## src/rtl/alu_out_pkg.sv

```systemverilog
// Shared types and constants for the ALU output register stage.
// Flag bit positions, state encoding and the blank segment code live here.
package alu_out_pkg;

  localparam int FLAG_C = 3;
  localparam int FLAG_N = 2;
  localparam int FLAG_V = 1;
  localparam int FLAG_Z = 0;

  typedef logic [3:0] flags_t;

  typedef enum logic [1:0] {
    EMPTY,
    ONE,
    FULL
  } state_t;

  localparam logic [6:0] SEG_BLANK = 7'h00;

endpackage

```

## src/rtl/alu_out_slot.sv

```systemverilog
// One storage slot of the skid stage: load-enabled register for result, flags and segments.
// Used both as the visible output register and as the hidden skid register.
module alu_out_slot
  import alu_out_pkg::*;
#(
  parameter int N      = 4,
  parameter int DIGITS = 1
) (
  input  logic                  clk,
  input  logic                  rst,
  input  logic                  load,
  input  logic [N-1:0]          dResult,
  input  flags_t                dFlags,
  input  logic [7*DIGITS-1:0]   dSeg,
  output logic [N-1:0]          qResult,
  output flags_t                qFlags,
  output logic [7*DIGITS-1:0]   qSeg
);

  logic [N-1:0]        resultReg;
  flags_t              flagsReg;
  logic [7*DIGITS-1:0] segReg;

  always_ff @(posedge clk) begin
    if (rst) begin
      resultReg <= '0;
      flagsReg  <= '0;
      segReg    <= {DIGITS{SEG_BLANK}};
    end else if (load) begin
      resultReg <= dResult;
      flagsReg  <= dFlags;
      segReg    <= dSeg;
    end
  end

  assign qResult = resultReg;
  assign qFlags  = flagsReg;
  assign qSeg    = segReg;

endmodule

```

## src/rtl/alu_out_skid_reg.sv

```systemverilog
// Registered valid/ready output stage with a one-entry skid buffer, sticky flags
// and an accepted-word counter for debug display.
module alu_out_skid_reg
  import alu_out_pkg::*;
#(
  parameter int N      = 4,
  parameter int DIGITS = 1,
  parameter int CNT_W  = 8
) (
  input  logic                  clk,
  input  logic                  rst,
  input  logic                  in_valid,
  output logic                  in_ready,
  input  logic [N-1:0]          in_result,
  input  logic [3:0]            in_flags,
  input  logic [7*DIGITS-1:0]   in_seg,
  output logic                  out_valid,
  input  logic                  out_ready,
  output logic [N-1:0]          out_result,
  output logic [3:0]            out_flags,
  output logic [7*DIGITS-1:0]   out_seg,
  input  logic                  sticky_clr,
  output logic [3:0]            sticky_flags,
  output logic [CNT_W-1:0]      acc_cnt
);

  state_t stateReg, stateNext;
  logic   accept, drain;
  logic   loadO, loadS, oFromS;

  logic [N-1:0]        sResult, oResultD;
  flags_t              sFlags, oFlagsD;
  logic [7*DIGITS-1:0] sSeg, oSegD;

  flags_t            stickyReg;
  logic [CNT_W-1:0]  accCntReg;

  // Handshake depends only on registered state, so out_ready never reaches in_ready.
  assign in_ready  = (stateReg != FULL);
  assign out_valid = (stateReg != EMPTY);
  assign accept    = in_valid & in_ready;
  assign drain     = out_valid & out_ready;

  always_ff @(posedge clk) begin
    if (rst) stateReg <= EMPTY;
    else     stateReg <= stateNext;
  end

  always_comb begin
    stateNext = stateReg;
    loadO     = 1'b0;
    loadS     = 1'b0;
    oFromS    = 1'b0;
    case (stateReg)
      EMPTY: begin
        if (accept) begin
          loadO     = 1'b1;
          stateNext = ONE;
        end
      end
      ONE: begin
        if (accept && drain) begin
          loadO = 1'b1;
        end else if (accept) begin
          loadS     = 1'b1;
          stateNext = FULL;
        end else if (drain) begin
          stateNext = EMPTY;
        end
      end
      FULL: begin
        if (drain) begin
          loadO     = 1'b1;
          oFromS    = 1'b1;
          stateNext = ONE;
        end
      end
      default: stateNext = EMPTY;
    endcase
  end

  // The output register refills from the skid entry first so ordering is kept.
  assign oResultD = oFromS ? sResult : in_result;
  assign oFlagsD  = oFromS ? sFlags  : in_flags;
  assign oSegD    = oFromS ? sSeg    : in_seg;

  alu_out_slot #(.N(N), .DIGITS(DIGITS)) oSlot (
    .clk     (clk),
    .rst     (rst),
    .load    (loadO),
    .dResult (oResultD),
    .dFlags  (oFlagsD),
    .dSeg    (oSegD),
    .qResult (out_result),
    .qFlags  (out_flags),
    .qSeg    (out_seg)
  );

  alu_out_slot #(.N(N), .DIGITS(DIGITS)) sSlot (
    .clk     (clk),
    .rst     (rst),
    .load    (loadS),
    .dResult (in_result),
    .dFlags  (in_flags),
    .dSeg    (in_seg),
    .qResult (sResult),
    .qFlags  (sFlags),
    .qSeg    (sSeg)
  );

  // A clear coinciding with an accept wipes history but still records the new word.
  always_ff @(posedge clk) begin
    if (rst) begin
      stickyReg <= '0;
      accCntReg <= '0;
    end else begin
      if (accept) begin
        stickyReg <= (sticky_clr ? 4'b0000 : stickyReg) | in_flags;
        accCntReg <= accCntReg + CNT_W'(1);
      end else if (sticky_clr) begin
        stickyReg <= '0;
      end
    end
  end

  assign sticky_flags = stickyReg;
  assign acc_cnt      = accCntReg;

endmodule

```

## config.mk

```make
export PLATFORM = sky130hd
export DESIGN_NAME = alu_out_skid_reg
export DESIGN_NICKNAME = d
export VERILOG_FILES = /design/src/rtl/alu_out_pkg.sv /design/src/rtl/alu_out_slot.sv /design/src/rtl/alu_out_skid_reg.sv
export SDC_FILE = /design/constraint.sdc
export NUM_CORES = 1
export LEC_CHECK = 0
export BUFFER_PORTS_ARGS = -buffer_cell sky130_fd_sc_hd__buf_2
export CAP_MARGIN = 30
export CORE_ASPECT_RATIO = 1.2
export CORE_UTILIZATION = 52
export DETAILED_ROUTE_END_ITERATION = 8
export PLACE_DENSITY = 0.76
export SYNTH_ARGS = -nofsm -noshare
export SYNTH_HDL_FRONTEND = slang
export SYNTH_SLANG_ARGS = --single-unit
```

## constraint.sdc

```tcl
create_clock -name clk -period 1.8 [get_ports clk]
set_input_delay 0.18 -clock clk [delete_from_list [all_inputs] [get_ports clk]]
set_output_delay 0.18 -clock clk [all_outputs]
set_load 0.01 [all_outputs]
```

# Word-level counts from Yosys, hierarchy flattened
# Index checks and enable logic that the tools add are counted.
[totals]
ff_bits = 44
latch_bits = 0
mem_bits_rw = 0
romBits = 0
inputBits = 20
output_inout_bits = 29
word_cells = 42
n_memories = 0
[op_classes]
n_addsub = 1
mul = 0
div = 0
order_cmp = 0
n_eq_ne = 7
shifts = 0
muxes = 18
bitwise = 3
reduce_logical = 4
[op_table]
columns = ["op", "n"]
rows = [
  ["$mux W4", 4],
  ["$mux W2", 5],
  ["$add A8 B1 Y8 const B", 1],
  ["$ne A2 B2 Y1 const B", 4],
  ["$mux W7", 1],
  ["$mux W1", 6],
  ["$pmux W2 S3", 1],
  ["$or A4 B4 Y4", 1],
  ["$reduce_and A4 Y1", 1],
  ["$ne A3 B3 Y1 const B", 1],
  ["$pmux W1 S3", 1],
  ["$and A1 B1 Y1", 2],
  ["$eq A2 B1 Y1 const B", 1],
  ["$eq A2 B2 Y1 const B", 1],
  ["$logic_not A2 Y1", 1],
  ["$reduce_bool A2 Y1", 1],
  ["$logic_and A1 B1 Y1", 1],
]

# Longest topological paths before layout
[depth]
word_depth = 6
ltp_mapped = 6
mapped_depth_nobuf = 4

# Hierarchy
# From an unflattened synthesis, not the netlist that was laid out.
[unflattened]
hier_cells = 191
area_unflattened_um2 = 1944.4
[by_module_without_submodules]
columns = ["mod", "n_inst", "cells_each", "area_per_inst_um2", "seq_area_each_um2"]
rows = [
  ["alu_out_slot", 2, 48, 541.8, 300.3],
  ["alu_out_skid_reg", 1, 95, 860.8, 280.3],
]

# Worst setup path after synthesis
# Ideal clock, no wire load.
[synth_path]
path_kind = "reg-to-reg"
from = "register stateReg[1]"
to = "register accCntReg[4] (netlist: acc_cnt[4])"
setup_ps = 121
arrival_time_ps = 1282
required_ps = 1679
slack_ps = 397
stages_incl_launch_ff = 6
period_less_slack_ps = 1403
cell_sequence = "dfxtp_1 buf_2 nor2b_4 buf_2 nor4_1 mux2_2"
[synth_via]
elab_chain_len = 2
[synth_rtl]
columns = ["element", "line", "text"]
rows = [
  ["start: declaration", "alu_out_skid_reg.sv:27", "state_t stateReg, stateNext;"],
  ["start signal: assignment", "alu_out_skid_reg.sv:46", "else stateReg <= stateNext;"],
  ["$ne A2 B2 Y1", "alu_out_skid_reg.sv:39", "assign in_ready = (stateReg != FULL);"],
  ["$and A1 B1 Y1", "alu_out_skid_reg.sv:41", "assign accept = in_valid & in_ready;"],
  ["end signal: assignment", "alu_out_skid_reg.sv:119", "accCntReg <= accCntReg + CNT_W'(1);"],
  ["end: declaration", "alu_out_skid_reg.sv:36", "logic [CNT_W-1:0] accCntReg;"],
]
# Every way passes these cells.
# A chain may end at the register's enable or synchronous reset.

# Final worst setup path
[layout_path]
from = "register stateReg[1]"
to = "output port in_ready"
[layout_via]
elab_chain_len = 1
[layout_rtl]
columns = ["element", "line", "text"]
rows = [
  ["$ne A2 B2 Y1", "alu_out_skid_reg.sv:39", ""],
  ["end: declaration", "alu_out_skid_reg.sv:13", "output logic in_ready,"],
]
# Every way passes these cells.

==> results.sh <==
export IMPL_grt_pass1_vias=1590
export IMPL_grt_ovfl_total=0
export IMPL_cap_violations=0
export IMPL_dp_cells=322
export IMPL_finalSetupTns_ps=0
export IMPL_irDropWorstVdd_uv=600.0
export IMPL_synth_net_count=253
export IMPL_finalClockSkew_ps=8.265
export IMPL_final_hold_viol_count=0
export IMPL_dpl_hpwl_mm=2.895
export IMPL_wl_mm=4.108
export IMPL_ys_seq_area_share_pct=44.64
export IMPL_final_setup_worst_slack_ps=159.5
export IMPL_grt_pass1_wl_mm=6.962
export IMPL_start_util_pct=54.30
export IMPL_cts_setup_buffers=0
export IMPL_dpl_instance_area_um2=2225
export IMPL_area_delta_synth_final_pct=16.87
export IMPL_path_clk_slew_ps=90
export IMPL_ys_flop_type="dfxtp_1"
export IMPL_gp_congestion=0.8151
export IMPL_startpoint_type="flip-flop"
export IMPL_pin_count=49
export IMPL_power_density_nw_per_um2=827.8
export IMPL_antenna_found_initial=0
export IMPL_post_route_period_util_pct=91.14
export IMPL_drt_iter0_drc=51
export IMPL_route_detailed_drc=0
export IMPL_portBuffers=48
export IMPL_drv_slew=0
export IMPL_place_ws_ps=294.0
export IMPL_synth_top_cell_area_share_pct=44.64
export IMPL_layout_drive_gt1_share_pct=28.16
export IMPL_period_minus_slack_ps=1640
export IMPL_synth_edf_count=0
export IMPL_ys_ff_latch=44
export IMPL_ant_nets=0
export IMPL_multiInputGateArea_um2=933.4
export IMPL_clk_path_buf_depth=2
export IMPL_slew_headroom_pct=64.28
export IMPL_setup_viol=0
export IMPL_max_freq_mhz=609.6
export IMPL_synthArstFlopShare_pct=0
export IMPL_path_class="flip-flop to primary output"
export IMPL_grt_setup_unrepaired="no"
export IMPL_syn_inst=232
export IMPL_vias=1727
export IMPL_yosys_cell_types_count=36
export IMPL_die_area_um2=4046
export IMPL_n_antenna_cell=0
export IMPL_avgSynthCellArea_um2=8.505
export IMPL_worstMarginPinSlew_ps=535.8
export IMPL_die_h_um=69.48
export IMPL_h_tree_depth=2
export IMPL_finalNetCount=298
export IMPL_yosysTopAreaCell="dfxtp_1"
export IMPL_hold_buffers=0
export IMPL_drtPass1Iterations=4
export IMPL_status="finished, final reports clean"
export IMPL_hold_class="primary input to flip-flop"
export IMPL_cts_tree="yes"
export IMPL_synth_area_leaders="dfxtp_1, nand2_1, a21oi_1, a311oi_1, a211oi_1"
export IMPL_syn_area_um2=1973
export IMPL_post_drt_wl_per_cell_um=12.49
export IMPL_cts_root_buf="clkbuf_8"
export IMPL_arrival_ps=1460
export IMPL_clk_latency_ps=290
export IMPL_grt_total_usage_pct=21.96
export IMPL_ctsResizeCount=0
export IMPL_viasPerCell=5.249
export IMPL_fillers=350
export IMPL_regArea_um2=880.8
export IMPL_yosysWarnings=0
export IMPL_leakage_nw=0.9454
export IMPL_stdcell_area_um2=2306
export IMPL_die_w_um=58.23
export IMPL_worstPathRequired_ps=1620
export IMPL_core_um2=3633
export IMPL_clkSinkCount=44
export IMPL_num_rows=24
export IMPL_grt_max_degree=33
export IMPL_crit_path_end_kind="primary output"
export IMPL_cts_buffers=5
export IMPL_critPathMaxFanout=13
export IMPL_stdcell_count=329
==> cell usage in the layout (no fill, tap or decap), types with 5 or more instances in the layout <==
| cell type | count |
|---|---|
| nand2_1 | 60 |
| buf_2 | 48 |
| dfxtp_1 | 44 |
| a21oi_1 | 23 |
| a211oi_1 | 13 |
| a311oi_1 | 13 |
| buf_4 | 11 |
| nor2_1 | 9 |
| inv_1 | 5 |
| nor2b_1 | 5 |
| clkbuf_8 | 5 |
==> flip-flops by register name (all words and copies together), names as in the netlist <==
register,flops
oSlot.qFlags,4
oSlot.qResult,4
sSlot.qResult,4
stateReg,2
acc_cnt,8
sSlot.qSeg,7
oSlot.qSeg,7
sSlot.qFlags,4
sticky_flags,4
==> cells in the mapped netlist (5+ instances only) <==
master	count
nand2_1	60
nor2b_1	5
buf_2	7
a21oi_1	23
a211oi_1	13
dfxtp_1	44
clkbuf_1	7
buf_6	6
inv_1	5
a311oi_1	13
nor2_1	9
==> layout make-up <==
cell class	instances	share of cell area, %
well taps	52	2.821
clock buffers	5	2.984
repair buffers	59	14.00
inverters	6	0.9767
multi-input cells	161	40.48
clock inverters	2	0.5426
flip-flops and latches	44	38.20
==> layer usage <==
layer / vias up / track usage [%] / routed length (um)
met3: 4 / 5.410 / 178
met4: 0 / 7.143 / 36
met2: 44 / 36.91 / 1973
met5: - / 0 / 0
li1: 910 / - / -
met1: 769 / 27.09 / 1919
==> critical path: stages, from the launching register on <==
cell,delay (ps)
dfxtp_1,490
nor2b_4,350
inv_1,170
buf_2,170
==> through the flow <==
| step | power (mW) | utilization [%] | hold WS (ps) |
|---|---|---|---|
| 2_1_floorplan | 1.247 | - | 316.0 |
| 3_3_place_gp | 1.331 | 61.23 | 436.5 |
| 3_5_place_dp | 1.336 | 61.23 | 438.3 |
| 4_1_cts | 1.927 | 63.46 | 120.5 |
| 5_1_grt | 1.999 | 63.46 | 123.8 |
| 6_report | 1.909 | 63.46 | 121.6 |
==> where the power goes <==
part	switching, mW	internal [mW]
Combinational	0.142	0.114
Clock	0.333	0.263
Sequential	0.0325	1.02
==> final timing paths <==
path	cells after the start	slack [ps]	from	end
worst max-delay path	3	160	stateReg[1]	in_ready
worst min-delay path	3	120	in_seg[6]	sSlot.qSeg[6]
worst max register to register	3	300	stateReg[0]	oSlot.qFlags[2]
worst min register to register	2	460	sSlot.qSeg[2]	sSlot.qSeg[2]
==> logic make-up (layout without fill, tap and decap cells) <==
logic type      count (synthesis)  in the layout  share of synthesized area (%)
compound gates                 61             61                          21.62
fa+ha+maj                       1              1                         0.6340
buf+inv                        27             72                          8.053
flops                          44             44                          44.64
mux                             5              5                          2.790
simple gates                   94             94                          22.26
Power figures use the tool's default switching activity.
